`src/rtl/mhsa_pkg.sv`:
```
// Shared definitions for the MHSA accelerator control path.
//   sched_state_t : layer scheduler FSM states
//   LYR_*         : launch-order index of each layer engine
//   MEM_AW        : shared memory bar address width
package mhsa_pkg;

    typedef enum logic [2:0] {
        ST_IDLE   = 3'd0,
        ST_LAUNCH = 3'd1,
        ST_RUN    = 3'd2,
        ST_NEXT   = 3'd3,
        ST_DONE   = 3'd4,
        ST_ERR    = 3'd5
    } sched_state_t;

    localparam int LYR_LINEAR  = 0;
    localparam int LYR_QKMM    = 1;
    localparam int LYR_SOFTMAX = 2;
    localparam int LYR_SVMM    = 3;

    localparam int MEM_AW = 32;

endpackage

```
`src/rtl/mhsa_bar_mux.sv`:
```
// Combinational N_LAYER:1 mux for one shared memory bar.
//   grant        : when low, every output is forced to zero
//   sel          : index of the layer that owns the bar
//   lyr_*        : per-layer write enable / address / write data requests
//   write_en, addr, data_in : request forwarded to the memory
module mhsa_bar_mux
    import mhsa_pkg::*;
#(
    parameter int WIDTH   = 64,
    parameter int N_LAYER = 4,
    parameter int SW      = (N_LAYER > 1) ? $clog2(N_LAYER) : 1
) (
    input  logic              grant,
    input  logic [SW-1:0]     sel,
    input  logic              lyr_write_en [N_LAYER],
    input  logic [MEM_AW-1:0] lyr_addr     [N_LAYER],
    input  logic [WIDTH-1:0]  lyr_data_in  [N_LAYER],
    output logic              write_en,
    output logic [MEM_AW-1:0] addr,
    output logic [WIDTH-1:0]  data_in
);

    // One-hot hit vector; the AND-OR below never selects an index that
    // does not exist, even when N_LAYER is not a power of two.
    logic [N_LAYER-1:0] hit;

    generate
        for (genvar gi = 0; gi < N_LAYER; gi++) begin : g_hit
            assign hit[gi] = grant && (sel == SW'(gi));
        end
    endgenerate

    always_comb begin
        write_en = 1'b0;
        addr     = '0;
        data_in  = '0;
        for (int i = 0; i < N_LAYER; i++) begin
            if (hit[i]) begin
                write_en = write_en | lyr_write_en[i];
                addr     = addr     | lyr_addr[i];
                data_in  = data_in  | lyr_data_in[i];
            end
        end
    end

endmodule

```
`src/rtl/mhsa_layer_scheduler.sv`:
```
// Top-level sequencer of the MHSA accelerator. A single start launches the
// enabled layer engines one at a time in index order, grants the two shared
// memory bars to the running layer only, watches each layer with a timeout
// and counts the cycles of the run.
//   clk, rst            : clock, synchronous active-high reset
//   start, abort        : run request / return to IDLE from any state
//   layer_en            : enable mask, latched on an accepted start
//   busy, done, error   : status; done is a one-cycle pulse, error is sticky
//   err_layer           : layer that timed out
//   cycle_cnt           : cycles from accepted start to done (saturating)
//   layer_start/done    : per-layer handshake pulses
//   lyr_*_bar0/1        : per-layer bar requests
//   *_bar0/1            : bar requests to memory; data_out_bar* is read data
module mhsa_layer_scheduler
    import mhsa_pkg::*;
#(
    parameter int          WIDTH   = 64,
    parameter int          N_LAYER = 4,
    parameter logic [31:0] TIMEOUT = 32'd65536
) (
    input  logic               clk,
    input  logic               rst,
    input  logic               start,
    input  logic               abort,
    input  logic [N_LAYER-1:0] layer_en,
    output logic               busy,
    output logic               done,
    output logic               error,
    output logic [1:0]         err_layer,
    output logic [31:0]        cycle_cnt,
    output logic [N_LAYER-1:0] layer_start,
    input  logic [N_LAYER-1:0] layer_done,
    input  logic               lyr_write_en_bar0 [N_LAYER],
    input  logic [MEM_AW-1:0]  lyr_addr_bar0     [N_LAYER],
    input  logic [WIDTH-1:0]   lyr_data_in_bar0  [N_LAYER],
    input  logic               lyr_write_en_bar1 [N_LAYER],
    input  logic [MEM_AW-1:0]  lyr_addr_bar1     [N_LAYER],
    input  logic [WIDTH-1:0]   lyr_data_in_bar1  [N_LAYER],
    output logic               write_en_bar0,
    output logic [MEM_AW-1:0]  addr_bar0,
    output logic [WIDTH-1:0]   data_in_bar0,
    output logic               write_en_bar1,
    output logic [MEM_AW-1:0]  addr_bar1,
    output logic [WIDTH-1:0]   data_in_bar1,
    input  logic [WIDTH-1:0]   data_out_bar0,
    input  logic [WIDTH-1:0]   data_out_bar1
);

    localparam int SW = (N_LAYER > 1) ? $clog2(N_LAYER) : 1;

    sched_state_t       state_q, state_d;
    logic [SW-1:0]      sel_q, sel_d;
    logic [N_LAYER-1:0] mask_q, mask_d;
    logic               error_q, error_d;
    logic [1:0]         err_layer_q, err_layer_d;
    logic [31:0]        cycle_cnt_q, cycle_cnt_d;
    logic [31:0]        wdog_q, wdog_d;

    logic               first_found;
    logic [SW-1:0]      first_idx;
    logic               nxt_found;
    logic [SW-1:0]      nxt_idx;

    // Memory read data is broadcast to the layers outside this block.
    logic unused_data_out;
    assign unused_data_out = ^{data_out_bar0, data_out_bar1};

    // Lowest enabled index of the incoming mask, and lowest enabled index
    // above sel in the latched mask. Scanning downward lets the lowest win.
    always_comb begin
        first_found = 1'b0;
        first_idx   = '0;
        nxt_found   = 1'b0;
        nxt_idx     = sel_q;
        for (int i = N_LAYER - 1; i >= 0; i--) begin
            if (layer_en[i]) begin
                first_found = 1'b1;
                first_idx   = SW'(i);
            end
            if (mask_q[i] && (SW'(i) > sel_q)) begin
                nxt_found = 1'b1;
                nxt_idx   = SW'(i);
            end
        end
    end

    always_comb begin
        state_d     = state_q;
        sel_d       = sel_q;
        mask_d      = mask_q;
        error_d     = error_q;
        err_layer_d = err_layer_q;
        cycle_cnt_d = cycle_cnt_q;
        wdog_d      = wdog_q;

        if (state_q != ST_IDLE && state_q != ST_ERR && cycle_cnt_q != 32'hFFFF_FFFF) begin
            cycle_cnt_d = cycle_cnt_q + 32'd1;
        end

        // Abort overrides every transition, including a start seen in IDLE.
        if (abort) begin
            state_d = ST_IDLE;
        end else begin
            case (state_q)
                ST_IDLE: begin
                    if (start) begin
                        mask_d      = layer_en;
                        cycle_cnt_d = '0;
                        error_d     = 1'b0;
                        sel_d       = first_idx;
                        state_d     = first_found ? ST_LAUNCH : ST_DONE;
                    end
                end
                ST_LAUNCH: begin
                    wdog_d  = '0;
                    state_d = ST_RUN;
                end
                ST_RUN: begin
                    // A done in the final watchdog cycle still counts.
                    if (layer_done[sel_q]) begin
                        state_d = ST_NEXT;
                    end else if (wdog_q == TIMEOUT - 32'd1) begin
                        state_d     = ST_ERR;
                        error_d     = 1'b1;
                        err_layer_d = 2'(sel_q);
                    end else begin
                        wdog_d = wdog_q + 32'd1;
                    end
                end
                ST_NEXT: begin
                    if (nxt_found) begin
                        sel_d   = nxt_idx;
                        state_d = ST_LAUNCH;
                    end else begin
                        state_d = ST_DONE;
                    end
                end
                ST_DONE: state_d = ST_IDLE;
                ST_ERR:  state_d = ST_ERR;
                default: state_d = ST_IDLE;
            endcase
        end
    end

    always_ff @(posedge clk) begin
        if (rst) begin
            state_q     <= ST_IDLE;
            sel_q       <= '0;
            mask_q      <= '0;
            error_q     <= 1'b0;
            err_layer_q <= '0;
            cycle_cnt_q <= '0;
            wdog_q      <= '0;
        end else begin
            state_q     <= state_d;
            sel_q       <= sel_d;
            mask_q      <= mask_d;
            error_q     <= error_d;
            err_layer_q <= err_layer_d;
            cycle_cnt_q <= cycle_cnt_d;
            wdog_q      <= wdog_d;
        end
    end

    assign busy      = (state_q != ST_IDLE);
    assign done      = (state_q == ST_DONE) && !abort;
    assign error     = error_q;
    assign err_layer = err_layer_q;
    assign cycle_cnt = cycle_cnt_q;

    generate
        for (genvar gi = 0; gi < N_LAYER; gi++) begin : g_start
            assign layer_start[gi] = (state_q == ST_LAUNCH) && !abort && (sel_q == SW'(gi));
        end
    endgenerate

    mhsa_bar_mux #(.WIDTH(WIDTH), .N_LAYER(N_LAYER), .SW(SW)) u_bar0_mux (
        .grant        (state_q == ST_RUN),
        .sel          (sel_q),
        .lyr_write_en (lyr_write_en_bar0),
        .lyr_addr     (lyr_addr_bar0),
        .lyr_data_in  (lyr_data_in_bar0),
        .write_en     (write_en_bar0),
        .addr         (addr_bar0),
        .data_in      (data_in_bar0)
    );

    mhsa_bar_mux #(.WIDTH(WIDTH), .N_LAYER(N_LAYER), .SW(SW)) u_bar1_mux (
        .grant        (state_q == ST_RUN),
        .sel          (sel_q),
        .lyr_write_en (lyr_write_en_bar1),
        .lyr_addr     (lyr_addr_bar1),
        .lyr_data_in  (lyr_data_in_bar1),
        .write_en     (write_en_bar1),
        .addr         (addr_bar1),
        .data_in      (data_in_bar1)
    );

endmodule

```
`config.mk`:
```
export PLATFORM = sky130hd
export DESIGN_NAME = mhsa_layer_scheduler
export DESIGN_NICKNAME = d
export VERILOG_FILES = /design/src/rtl/mhsa_pkg.sv /design/src/rtl/mhsa_bar_mux.sv /design/src/rtl/mhsa_layer_scheduler.sv
export SDC_FILE = /design/constraint.sdc
export NUM_CORES = 1
export LEC_CHECK = 0
export CAP_MARGIN = 30
export CORE_AREA = 3 3 448 450
export CTS_CLUSTER_DIAMETER = 40
export DETAILED_ROUTE_END_ITERATION = 12
export DIE_AREA = 0 0 451 453
export PLACE_DENSITY_LB_ADDON = 0.08
export SLEW_MARGIN = 20
export SYNTH_ARGS = -nofsm -noshare
export SYNTH_HDL_FRONTEND = slang
export SYNTH_SLANG_ARGS = --single-unit
export TNS_END_PERCENT = 30
```
`constraint.sdc`:
```
create_clock -name clk -period 3.6 [get_ports clk]
set_input_delay 0.54 -clock clk [delete_from_list [all_inputs] [get_ports clk]]
set_output_delay 0.54 -clock clk [all_outputs]
set_load 0.02 [all_outputs]
```
==> run_results.csv <==
group,metric,value,unit
status,outcome,"completed",
synthesis,yosysTopAreaCell,"mux4_2",
route,drc,0,
timing,final_max_slew_viol_count,0,
cts,root_buffer,"clkbuf_16",
global_route,overflow,0,
timing,setup_tns,0,ns
cts,cts_htree_levels,3,
cts,cts_tree,"done",
worst_setup_path,worst-path-buf-inv,2,
global_route,grt_max_degree,42,
hold_path,hold_class,"register to register",
floorplan,row_count,163,
power_and_ir_drop,p_int,2.54,mW
synthesis,synth_edf_count,0,
cells_and_area,area_growth,140,%
timing,post-route-period-util,94.4,%
cts,cts.sinks,75,
floorplan,design.die.area,0.204,mm2
route,ant_nets,0,
cells_and_area,nets,2880,
timing,fin_worst_skew,0.00896,ns
cts,numCtsBuffers,9,
worst_setup_path,crit_path_start_kind,"register",
worst_setup_path,crit_type,"register to output port",
cts,clock_path_buffers,2,
worst_setup_path,slowest_delay,0.67,ns
flow_run,max_cap_viol_count,0,
cts,clk_pin_slew,0.07,ns
synthesis,ys_types,60,
route,drt_iter0_markers,683,
route,vias,13518,
synthesis,synth_top_area_share,43.8,%
timing,worst-slew-pin-transition,0.879,ns
cells_and_area,final_common_cell,"clkdlybuf4s50_1",
synthesis,yosysSeqAreaShare,15.0,%
floorplan,die_w,451,um
worst_setup_path,end_kind,"output port",
timing,rsz0062_at_grt,"false",
worst_setup_path,critical-path-top-delay-family,"buffers and inverters",
placement,place_hpwl,125000,um
timing,period_minus_slack,3.40,ns
timing,setup_viol,0,
floorplan,pin_count,1151,
worst_setup_path,required,3.06,ns
placement,gp_congestion,0.932,
synthesis,syn-num-nets,1885,
route,wl,136000,um
power_and_ir_drop,p_total,3.67,mW
synthesis,netlist_area,0.0100,mm2
synthesis,ys_ff_latch,75,
global_route,grt_pass1_vias,14200,
route,routed_via_density,2.92,
synthesis,synth_area_leaders,"mux4_2, dfxtp_1, nor2b_1, a21oi_1, clkbuf_1",
cts,clk_latency,0.37,ns
worst_setup_path,slowest_stage,"mux4_2",
timing,fmax,294,MHz
power_and_ir_drop,p_sw,1.12,mW
cells_and_area,layout-drive-gt1-share,16.7,%
global_route,use_met1,13.1,%
worst_setup_path,cp_max_fo,35,
global_route,use_met3,5.03,%
worst_setup_path,crit_chain,"buf_12, mux4_2, nor2b_1, clkdlybuf4s50_1",
route,wl_per_cell,29.4,um
power_and_ir_drop,pwr-share-comb,51.4,%
power_and_ir_drop,clkPwrFrac,25.4,%
global_route,grt_antenna_before_repair,130,
cells_and_area,final_core_util,12.2,%
power_and_ir_drop,p_leak,6.94,nW
power_and_ir_drop,seqPwrFrac,23.2,%
synthesis,yosys_warnings,0,
synthesis,synth_cells,967,
synthesis,ys.flop_type,"dfxtp_1",
synthesis,async_flop_share,0,%
timing,final_hold_viol_count,0,
power_and_ir_drop,p_sw_share,30.7,%
route,firstDrtPassIters,7,
placement,portBuffers,1022,
worst_setup_path,arrival,2.86,ns
floorplan,core,0.197,mm2
floorplan,start_util,5.09,%
cells_and_area,fillers,22559,
timing,relSlewSlack,41.3,%
global_route,globalRouteTotalUtil,12.7,%
power_and_ir_drop,p_per_area,152,mW/mm2
global_route,grt_pass1_wl,167000,um
global_route,gr-max-usage-layer,"met2",
floorplan,die_h,453,um
global_route,grt_use_met2,24.6,%
cells_and_area,most-common-layout-cells,"clkdlybuf4s50_1, nor2b_1, mux4_2, dfxtp_1, buf_4",
cts,post-cts-setup-buffers,0,
synthesis,synth.avg_cell_area,10.4,um2
power_and_ir_drop,ir_drop,203,uV
timing repair:
| item | CTS | global route |
|---|---|---|
| hold buffers | 0 | 0 |
| endpoints found under the setup margin | 0 | 2 |
| resized for setup | 0 | 1 |
power by group through the flow:
stage / sequential, mW / clock, mW / combinational [mW]
2_1_floorplan: 0.858 / 0 / 0.611
3_3_place_gp: 0.872 / 0 / 1.92
3_5_place_dp: 0.872 / 0 / 1.92
4_1_cts: 0.853 / 1.00 / 1.93
5_1_grt: 0.853 / 1.02 / 1.99
6_report: 0.851 / 0.932 / 1.89
layout make-up:
class	count	area [um2]	share of cell area, %
diodes	26	65.1	0.270
clock buffers	10	239	0.992
clock inverters	6	40.0	0.166
inverters	10	37.5	0.156
multi-input cells	789	8080	33.5
flip-flops and latches	75	1510	6.26
well taps	2640	3300	13.7
repair buffers	1077	10800	44.9
sequential cells by signal (all words and copies together) (netlist names):
| name | flops |
|---|---|
| cycle_cnt | 32 |
| wdog_q | 32 |
| mask_q | 3 |
| state_q | 3 |
| err_layer | 2 |
| sel_q | 2 |
| error | 1 |
worst paths after layout:
check | from | endpoint | slack, ns | cells after the start
worst min-delay path | mask_q[1] | mask_q[1] | 0.47 | 2
worst max register to register | sel_q[1] | wdog_q[26] | 0.79 | 6
worst min register to register | mask_q[1] | mask_q[1] | 0.47 | 2
worst max-delay path | sel_q[0] | data_in_bar0[39] | 0.20 | 4
synthesized netlist by cell type (all sizes together), types with 3 or more instances:
cell type and n:
a21o 3, nand2 40, nand4 20, nor4 17
and2 3, mux4 195, or2 8, mux2i 6
nor3 5, and3 9, o21a 5, inv 10
a21oi 58, nor2 28, o2111ai 4, or4 32
o211ai 6, or3 25, clkbuf 62, dfxtp 75
o21ai 33, and4 7, buf 31, o31ai 26
nor2b 196, nand3 27, nand2b 3, o21bai 3
metrics by stage:
stage	worst slack (ns)	instance area (um2)	instances	hold WS [ns]
CTS	0.0149	24000	4607	0.472
global route	0.0419	24000	4611	0.479
global placement	0.426	23800	4591	0.471
detailed placement	0.430	23800	4591	0.459
finish	0.202	24100	4633	0.472
floorplan	0.997	10000	967	0.440
worst min-delay path, stage by stage (launching register included):
cell,delay [ns]
dfxtp_1,0.32
nand2_1,0.05
a21oi_1,0.05
metal layers:
layer  vias up  share of wire, %
li1       5898                 -
met1      6712                35
met2       656                55
met3       190               8.8
met4        62               1.1
met5         -              0.28
cell families after synthesis:
logic type               synth area share (%)
flip-flops                               15.0
adder cells (fa/ha/maj)                 0.249
multiplexers                             44.6
AO/OA/AOI/OAI                            9.28
buffers and inverters                    4.53
XOR/XNOR                                0.262
AND/OR/NAND/NOR                          26.1
Note: power is estimated with default switching activity, not from simulation.
